### config.mk
export PLATFORM = sky130hd
export DESIGN_NAME = teclado_cajero_flat
export DESIGN_NICKNAME = d
export VERILOG_FILES = /design/src/rtl/teclado_cajero_if.sv /design/src/rtl/teclado_cajero.sv /design/src/flat_wrapper.sv
export SDC_FILE = /design/constraint.sdc
export NUM_CORES = 1
export LEC_CHECK = 0
export CAP_MARGIN = 0
export CELL_PAD_IN_SITES_DETAIL_PLACEMENT = 1
export CELL_PAD_IN_SITES_GLOBAL_PLACEMENT = 1
export CORE_AREA = 5 5 115 139
export DETAILED_ROUTE_END_ITERATION = 6
export DIE_AREA = 0 0 120 144
export PLACE_DENSITY_LB_ADDON = 0.1
export SYNTH_ARGS = -nofsm -noshare
export SYNTH_HDL_FRONTEND = slang
export SYNTH_SLANG_ARGS = --single-unit
### constraint.sdc
create_clock -name clk -period 3.8 [get_ports clk]
set_input_delay 0.57 -clock clk [delete_from_list [all_inputs] [get_ports clk]]
set_output_delay 0.57 -clock clk [all_outputs]
set_load 0.05 [all_outputs]
### src/rtl/teclado_cajero_if.sv
// Keypad-to-ATM-controller bundle: raw keypad level inputs plus the accepted
// digit/amount outputs. The keypad block is the master.
interface teclado_cajero_if;
  logic        tarjeta_recibida;
  logic        modo_monto;
  logic        tecla_valida;
  logic [3:0]  tecla;
  logic        digito_stb;
  logic [3:0]  digito;
  logic        monto_stb;
  logic [31:0] monto;
  logic [3:0]  digitos_cnt;

  modport master (
    input  tarjeta_recibida,
    input  modo_monto,
    input  tecla_valida,
    input  tecla,
    output digito_stb,
    output digito,
    output monto_stb,
    output monto,
    output digitos_cnt
  );

  modport slave (
    output tarjeta_recibida,
    output modo_monto,
    output tecla_valida,
    output tecla,
    input  digito_stb,
    input  digito,
    input  monto_stb,
    input  monto,
    input  digitos_cnt
  );
endinterface

### src/rtl/teclado_cajero.sv
// ATM keypad front end: debounces key presses, forwards PIN digits one by one
// and accumulates decimal amounts delivered on Enter.
module teclado_cajero #(
  parameter int unsigned DEBOUNCE_CYCLES = 4,
  parameter int unsigned MAX_DIGITOS     = 9
) (
  input  logic             clk,
  input  logic             reset,
  teclado_cajero_if.master bus
);

  localparam int unsigned CntW = (DEBOUNCE_CYCLES < 2) ? 1 : $clog2(DEBOUNCE_CYCLES + 1);
  localparam logic [CntW-1:0] CntUltimo = CntW'((DEBOUNCE_CYCLES < 2) ? 0 : DEBOUNCE_CYCLES - 1);
  localparam logic [3:0] MaxDig = 4'(MAX_DIGITOS);
  localparam logic [3:0] TeclaEnter = 4'hA;
  localparam logic [3:0] TeclaClear = 4'hB;

  typedef enum logic [1:0] {StIdle, StFiltro, StAceptar, StSoltar} state_e;

  state_e          state_q, state_d;
  logic [CntW-1:0] cnt_q, cnt_d;
  logic [3:0]      tecla_prev_q, tecla_prev_d;
  logic            armado_q;
  logic            aceptar;

  logic            modo_q;
  logic [31:0]     acc_q, acc_d, acc_base;
  logic [3:0]      ndig_q, ndig_d, ndig_base;
  logic            digito_stb_q, digito_stb_d;
  logic [3:0]      digito_q, digito_d;
  logic            monto_stb_q, monto_stb_d;
  logic [31:0]     monto_q, monto_d;

  // armado_q blocks a key still held across reset until it is released once.
  always_ff @(posedge clk or posedge reset) begin
    if (reset) begin
      state_q      <= StIdle;
      cnt_q        <= '0;
      tecla_prev_q <= '0;
      armado_q     <= 1'b0;
    end else begin
      state_q      <= state_d;
      cnt_q        <= cnt_d;
      tecla_prev_q <= tecla_prev_d;
      if (!bus.tecla_valida) armado_q <= 1'b1;
    end
  end

  always_comb begin
    state_d = state_q;
    if (!bus.tarjeta_recibida) begin
      state_d = StSoltar;
    end else begin
      unique case (state_q)
        StIdle: begin
          if (bus.tecla_valida && armado_q) begin
            state_d = (DEBOUNCE_CYCLES <= 1) ? StAceptar : StFiltro;
          end
        end
        StFiltro: begin
          if (!bus.tecla_valida) begin
            state_d = StIdle;
          end else if (bus.tecla == tecla_prev_q && cnt_q == CntUltimo) begin
            state_d = StAceptar;
          end
        end
        StAceptar: state_d = StSoltar;
        StSoltar:  if (!bus.tecla_valida) state_d = StIdle;
        default:   state_d = StIdle;
      endcase
    end
  end

  always_comb begin
    cnt_d        = cnt_q;
    tecla_prev_d = tecla_prev_q;
    aceptar      = 1'b0;
    unique case (state_q)
      StIdle: begin
        if (bus.tarjeta_recibida && bus.tecla_valida && armado_q) begin
          tecla_prev_d = bus.tecla;
          cnt_d        = CntW'(1);
        end
      end
      StFiltro: begin
        if (bus.tarjeta_recibida && bus.tecla_valida) begin
          if (bus.tecla == tecla_prev_q) begin
            cnt_d = cnt_q + CntW'(1);
          end else begin
            tecla_prev_d = bus.tecla;
            cnt_d        = CntW'(1);
          end
        end
      end
      StAceptar: aceptar = bus.tarjeta_recibida;
      StSoltar:  cnt_d   = '0;
      default:   cnt_d   = '0;
    endcase
  end

  // A mode change or missing card wipes the accumulator before any key in the same cycle.
  always_comb begin
    if (!bus.tarjeta_recibida || (bus.modo_monto != modo_q)) begin
      acc_base  = '0;
      ndig_base = '0;
    end else begin
      acc_base  = acc_q;
      ndig_base = ndig_q;
    end

    acc_d        = acc_base;
    ndig_d       = ndig_base;
    digito_d     = digito_q;
    digito_stb_d = 1'b0;
    monto_d      = monto_q;
    monto_stb_d  = 1'b0;

    if (aceptar) begin
      if (!bus.modo_monto) begin
        if (tecla_prev_q <= 4'd9) begin
          digito_d     = tecla_prev_q;
          digito_stb_d = 1'b1;
        end
      end else if (tecla_prev_q <= 4'd9) begin
        if (ndig_base < MaxDig) begin
          acc_d  = (acc_base << 3) + (acc_base << 1) + {28'd0, tecla_prev_q};
          ndig_d = ndig_base + 4'd1;
        end
      end else if (tecla_prev_q == TeclaEnter) begin
        if (ndig_base != 4'd0) begin
          monto_d     = acc_base;
          monto_stb_d = 1'b1;
          acc_d       = '0;
          ndig_d      = '0;
        end
      end else if (tecla_prev_q == TeclaClear) begin
        acc_d  = '0;
        ndig_d = '0;
      end
    end
  end

  always_ff @(posedge clk or posedge reset) begin
    if (reset) begin
      modo_q       <= 1'b0;
      acc_q        <= '0;
      ndig_q       <= '0;
      digito_q     <= '0;
      digito_stb_q <= 1'b0;
      monto_q      <= '0;
      monto_stb_q  <= 1'b0;
    end else begin
      modo_q       <= bus.modo_monto;
      acc_q        <= acc_d;
      ndig_q       <= ndig_d;
      digito_q     <= digito_d;
      digito_stb_q <= digito_stb_d;
      monto_q      <= monto_d;
      monto_stb_q  <= monto_stb_d;
    end
  end

  assign bus.digito_stb  = digito_stb_q;
  assign bus.digito      = digito_q;
  assign bus.monto_stb   = monto_stb_q;
  assign bus.monto       = monto_q;
  assign bus.digitos_cnt = ndig_q;

endmodule

### src/flat_wrapper.sv
// flat-port wrapper written by rule: the top's interface ports become plain ports
module teclado_cajero_flat 
#(
  parameter int unsigned DEBOUNCE_CYCLES = 4,
  parameter int unsigned MAX_DIGITOS     = 9
)
  (clk, reset, bus_tarjeta_recibida, bus_modo_monto, bus_tecla_valida, bus_tecla, bus_digito_stb, bus_digito, bus_monto_stb, bus_monto, bus_digitos_cnt);
  teclado_cajero_if bus_i ();
  input  logic clk;
  input  logic reset;
  input wire logic [$bits(bus_i.tarjeta_recibida)-1:0] bus_tarjeta_recibida;
  input wire logic [$bits(bus_i.modo_monto)-1:0] bus_modo_monto;
  input wire logic [$bits(bus_i.tecla_valida)-1:0] bus_tecla_valida;
  input wire logic [$bits(bus_i.tecla)-1:0] bus_tecla;
  output wire logic [$bits(bus_i.digito_stb)-1:0] bus_digito_stb;
  output wire logic [$bits(bus_i.digito)-1:0] bus_digito;
  output wire logic [$bits(bus_i.monto_stb)-1:0] bus_monto_stb;
  output wire logic [$bits(bus_i.monto)-1:0] bus_monto;
  output wire logic [$bits(bus_i.digitos_cnt)-1:0] bus_digitos_cnt;
  assign bus_i.tarjeta_recibida = bus_tarjeta_recibida;
  assign bus_i.modo_monto = bus_modo_monto;
  assign bus_i.tecla_valida = bus_tecla_valida;
  assign bus_i.tecla = bus_tecla;
  assign bus_digito_stb = bus_i.digito_stb;
  assign bus_digito = bus_i.digito;
  assign bus_monto_stb = bus_i.monto_stb;
  assign bus_monto = bus_i.monto;
  assign bus_digitos_cnt = bus_i.digitos_cnt;
  teclado_cajero #(.DEBOUNCE_CYCLES(DEBOUNCE_CYCLES), .MAX_DIGITOS(MAX_DIGITOS)) u_core (.clk(clk), .reset(reset), .bus(bus_i));
endmodule
==> results.md, run 1 <==
* Post-route ant nets at 0
* Clock-pin slew of the registers on the worst-case setup and hold paths at 60 ps
* Post-Synth Adder-Cell Area at 14.3%
* Worst path buffer plus inverter count at 2
* Synth Area in Compound Gates at 17.4%
* Port Buffers at 50
* Vias per inst at 5.33
* Filler instances at 1755
* Critical Path Max Stage Delay at 520 ps
* Critical Path Source Type: input pin
* Ant diodes at 0
* Synth Cell Area at 5690 sq um
* Initial antenna violation count at 0
* Final Hold Viols at 0
* Period utilization at 93.6%
* Clock power share at 41.1%
* Critical path, cell by cell: clkdlybuf4s50_1, buf_4, and3_1, ha_1, ha_1, a21oi_2, o211ai_1, a31o_2, a211o_1, a221oi_2, xor2_1, o21ai_1
* PwrDens at 278 nW/um^2
* GRT overflow at 0
* Htree depth at 3
* DRC at 0
* I/O pin cnt at 51
* Die area at 17300 sq um
* Layout cells sized above 1 at 21.5%
* Xor and xnor area share after synthesis at 4.77%
* Final Instance Count excl. Fillers at 1016
* Combinational cell fraction of total power at 13.1%
* Commonest non-fill, non-tap cell in the layout: nand2_1
* Most used cell, CP: ha_1
* Reg-to-Reg End: u_core.acc_q[28]
* Least-Margin Pin Slew at 652 ps
* Crit. Startpoint: bus_tarjeta_recibida
* Synth top area share at 37.4%
* Maximum vdd ir drop at 0.330 mV
* Critical path class: in -> reg
* Starting density of the core at 38.8%
* Placed Cells at 1000
* First-pass GRT wire length at 30000 microns
* Setup Viol. Count Final at 0
* Sw Ratio at 27.6%
* Peak Freq at 281 MHz
* Syn Area/Cell at 8.45 sq um
* Slowest-stage cell, CP: clkdlybuf4s50_1
* Die Y at 144 microns
* Layout Utilization at 52.7%
* Final min period at 3560 ps
* Worst EP required at 4030 ps
* YS warnings at 0
* Delay-heaviest family, CP: compound AO/OA/AOI/OAI gates
* Distinct cells, synth at 57
* Commonest cells after routing, fill and taps aside: nand2_1 (143), buf_4 (128), dfrtp_1 (85)
* Chip Width at 120 microns
* Global-route usage over all layers at 21.9%
* Synth area leaders: dfrtp_1 (37%), ha_1 (14%), nand2_1 (9.4%), o21ai_0 (4.3%), a21oi_1 (3.9%)
* CTS Buffer Depth at 2
* Yosys top cell by area: dfrtp_1
* Syn Inst Count at 673
* Min Hold Slack at 461 ps
* Total Wirelength at 18000 microns
* Yosys reg bits at 85
* Detailed placement HPWL at 14100 microns
* Post-synthesis async set-or-reset flop share at 100%
* Pre-Repair DR Iteration Count at 4
* Lkg Pwr at 4.08 nW
* Final #Nets at 906
* Pin count of the biggest net entering global routing at 58
* Number of enable flip-flop cells after synthesis at 0
* Worst R2R Setup Slack at 410 ps
* Net switching power at 0.593 mW
* Worst reg2reg startpoint: u_core.modo_q
* Drt wl/cell at 17.7 microns
* Row Count at 49
* Routability Congestion at 0.887
* Reg power frac at 45.8%
* Initial drt markers at 145
* Syn_nets at 746
* Unrepaired setup endpoints after global routing: no
* Largest family of logic cells by synthesized area: simple AND/OR/NAND/NOR gates
* R2R depth at 12
* Area share of and/or/nand/nor cells after synthesis at 20.9%
* Mux cell area share after synthesis at 1.14%
* Max_slew headroom at 56.4%
* Post-CTS Setup Inserts at 0
* Outcome: completed
* Vias at 5420
* Clk_lat worst skew at 350 ps
* Crit path to: u_core.acc_q[28]
* Cts bufs inserted at 9
* Seq/Total Area, Yosys at 37.4%
* Arr. time, crit path at 3790 ps
* Vias in the first global route at 5889
* Syn-to-layout area delta at 35.6%
* Levels on crit path at 12
* Max-cap violations at 0
* Slew Limit Fails at 0
* Worst hold path type: reg -> reg
* Clock sinks at 85
* Final Power at 2.15 mW
* CORE AREA at 14700 sq um
* Worst setup EP type: flop
* Int Pwr at 1.55 mW
* Post-synth top flop: dfrtp_1
* Crit Path Max Fanout at 14
* Root buffer cell: clkbuf_16
* CTS tree: yes
* Fin Clk Skew at 7.51 ps
## cells by family after synthesis
logic type	count (synthesis)
muxes	6
AOI/OAI and AO/OA	160
DFF	85
and+or+nand+nor	267
xor gates and xnor gates	31
adders and majority gates	64
buffers and inverters	60
## tightest hold or removal path, stage by stage (launching register included)
cell     delay [ps]
dfrtp_1         340
nand2_1          50
nand2_1          40
## what timing repair did
item	in CTS	in global routing
gates resized for setup	3	23
hold buffers	0	0
cloned	0	0
pin swaps	2	4
setup endpoints to repair	8	18
## through the flow
stage                     cell area (sq um)  setup WS, ps  TNS, ps
after global routing                   7710           135        0
after CTS                              7630          10.1        0
after detailed placement               7320          -498    -7610
after floorplan                        5690          80.5        0
final                                  7710           243        0
after global placement                 7320          -442    -6460
## registers in the layout, indices dropped and copies added (netlist names)
register and flops:
u_core.tecla_prev_q 4, u_core.bus.digitos_cnt 4, u_core.cnt_q 3, u_core.armado_q 1
u_core.bus.monto_stb 1, u_core.modo_q 1, u_core.bus.monto 32, u_core.bus.digito 4
u_core.state_q 2, u_core.acc_q 32, u_core.bus.digito_stb 1
## synthesized netlist by cell type (all sizes together), types with 10 or more instances
cell / number
o21ai: 51
dfrtp: 85
inv: 27
nor2: 48
nand2: 143
ha: 62
xnor2: 12
and3: 24
xor2: 19
a21oi: 45
nor3: 10
a31oi: 10
clkbuf: 26
## power groups by stage
| stage | logic, mW | clock network [mW] | registers [mW] |
|---|---|---|---|
| 2_1_floorplan | 0.115 | 0 | 1.04 |
| 3_3_place_gp | 0.274 | 0 | 0.998 |
| 3_5_place_dp | 0.281 | 0 | 1.00 |
| 4_1_cts | 0.283 | 0.912 | 0.984 |
| 5_1_grt | 0.304 | 0.946 | 0.987 |
| 6_report | 0.281 | 0.883 | 0.982 |
## final cells by class
type,count,area (sq um),area share (%)
Clock buffer,13,280,3.63
Clock inverter,3,17.5,0.227
Inverter,27,103,1.33
Multi-Input combinational cell,528,3430,44.5
Sequential cell,85,2130,27.6
Tap cell,178,223,2.89
Timing Repair Buffer,182,1540,19.9
## layer usage
metal | global-route usage [%] | part of all wire (%) | wire (microns) | up-vias
met1 | 26.9 | 45 | 8180 | 2634
li1 | - | - | - | 2668
met3 | 3.91 | 2.8 | 499 | 34
met2 | 39.0 | 50 | 8920 | 84
met5 | 0 | 0 | 0 | -
met4 | 7.18 | 2.2 | 393 | 0
## worst min path at each step
stage                                     from              endpoint  depth (start not counted)
after floorplan               u_core.acc_q[19]      u_core.acc_q[19]                          2
after global placement     u_core.bus.monto[5]   u_core.bus.monto[5]                          2
after detailed placement  u_core.bus.monto[22]  u_core.bus.monto[22]                          2
after CTS                 u_core.bus.monto[22]  u_core.bus.monto[22]                          2
after global routing      u_core.bus.monto[12]  u_core.bus.monto[12]                          2
final                     u_core.bus.monto[22]  u_core.bus.monto[22]                          2
Note: power is estimated with default switching activity, not from simulation.
==> run 2: changes to the inputs <==
--- a/config.mk
+++ b/config.mk
@@ -11,6 +11,7 @@
 export CORE_AREA = 5 5 115 139
 export DETAILED_ROUTE_END_ITERATION = 6
 export DIE_AREA = 0 0 120 144
+export GPL_ROUTABILITY_DRIVEN = 0
 export PLACE_DENSITY_LB_ADDON = 0.1
 export SYNTH_ARGS = -nofsm -noshare
 export SYNTH_HDL_FRONTEND = slang
==> results.md, run 2 (synthesis gave the netlist of run 1 again) <==
* PwrDens at 301 nW/um^2
* Worst hold path type: reg -> reg
* DRC at 0
* Layout cells sized above 1 at 18.9%
* Final min period at 3590 ps
* Root buffer cell: clkbuf_16
* Total Wirelength at 17900 microns
* I/O pin cnt at 51
* CTS tree: yes
* Placed Cells at 987
* Vias in the first global route at 6005
* Setup Viol. Count Final at 0
* Syn-to-layout area delta at 33.7%
* Global-route usage over all layers at 21.9%
* Clock sinks at 85
* Worst setup EP type: flop
* Outcome: completed
* Commonest cells after routing, fill and taps aside: nand2_1 (143), buf_4 (116), dfrtp_1 (85)
* GRT overflow at 0
* Arr. time, crit path at 3820 ps
* Die Y at 144 microns
* Starting density of the core at 38.8%
* Fin Clk Skew at 7.75 ps
* Max-cap violations at 0
* Worst EP required at 4020 ps
* Post-CTS Hold Buffers at 0
* Port Buffers at 50
* Critical path class: in -> reg
* Initial drt markers at 201
* Final Hold Viols at 0
* Final Instance Count excl. Fillers at 1005
* First-pass GRT wire length at 30400 microns
* Chip Width at 120 microns
* Critical Path Source Type: input pin
* Slew Limit Fails at 0
* Pre-Repair DR Iteration Count at 4
* Post-route ant nets at 0
* Unrepaired setup endpoints after global routing: yes
* Maximum vdd ir drop at 0.289 mV
* Ant diodes at 0
* Detailed placement HPWL at 13700 microns
* Pre-CTS WS at -448 ps
* Peak Freq at 278 MHz
* Vias per inst at 5.40
* Max_slew headroom at 46.1%
* Lkg Pwr at 4.04 nW
* CTS Buffer Depth at 2
* Initial antenna violation count at 0
* Pin count of the biggest net entering global routing at 49
* Drt wl/cell at 17.8 microns
* Clk_lat worst skew at 350 ps
* Htree depth at 3
* CORE AREA at 14700 sq um
* Period utilization at 94.6%
* Cts bufs inserted at 9
* Commonest non-fill, non-tap cell in the layout: nand2_1
* Die area at 17300 sq um
* Least-Margin Pin Slew at 806 ps
* Final #Nets at 895
* Vias at 5430
* Row Count at 49
* Clock-pin slew of the registers on the worst-case setup and hold paths at 60 ps
* Crit Path Max Fanout at 4
* Worst setup margin at 205 ps
[run 2: cell count changes in the layout (fill, tap and decap cells not counted), moves of 3 or more]
cell / delta
a21oi_2: -6
buf_4: -12
bufinv_16: +3
a21oi_1: +6
clkbuf_8: -4
[run 2: path summary, 6_finish.rpt]
kind,endpoint,depth (start not counted),from,slack (ps)
worst max register to register,u_core.acc_q[31],14,u_core.modo_q,280
min in group asynchronous,u_core.bus.monto[1],2,reset,640
worst max-delay path,u_core.acc_q[31],14,bus_tarjeta_recibida,210
max in group asynchronous,u_core.acc_q[22],3,reset,2460
worst min register to register,u_core.bus.monto[23],2,u_core.bus.monto[23],460
worst min-delay path,u_core.bus.monto[23],2,u_core.bus.monto[23],460
[run 2: worst max-delay path: stages]
cell	delay, ps
clkdlybuf4s50_1	520
and2_2	230
nand2_1	110
inv_1	100
fa_1	440
ha_1	300
a21o_1	140
and4_1	250
o21ai_0	90
buf_4	160
a21oi_1	300
a31oi_1	160
xnor2_1	320
a21oi_1	120
[run 2: area by class of cell]
type                       count  area [sq um]
clock buffer                  10           229
clock inverter                 6           111
fill                        1756          7040
inverter                      27           103
multi-input combinational    528          3370
sequential                    85          2130
tap                          178           223
timing repair buffer         171          1440
[run 2: per-stage QoR]
stage | TNS, ps | util [%] | power (mW) | area [sq um] | hold slack, ps
floorplan | 0 | - | 1.16 | 5690 | 442
global placement | -5360 | 49.2 | 1.27 | 7210 | 448
detailed placement | -7060 | 49.2 | 1.28 | 7210 | 454
CTS | 0 | 51.6 | 2.31 | 7570 | 469
global route | -0.962 | 51.9 | 2.39 | 7610 | 489
finish | 0 | 51.9 | 2.29 | 7610 | 464
[run 2: power breakdown]
part | switching [mW] | leakage [nW] | internal, mW
combinational | 0.181 | 2.71 | 0.102
clock | 0.379 | 0.163 | 0.643
sequential | 0.0458 | 1.16 | 0.938
total | 0.605 | 4.04 | 1.68
[run 2: metal layers]
layer  track usage, %  wire, microns
met1             27.3           7900
met2             39.6           8930
met3             3.21            638
met4             6.45            412
met5                0              0
[run 2: repair_timing]
item | 4_1_cts | 5_1_grt
endpoints found under the setup margin | 5 | 22
pin swaps | 1 | 3
resized for setup | 5 | 7
setup buffers | 0 | 1
gates cloned | 0 | 1
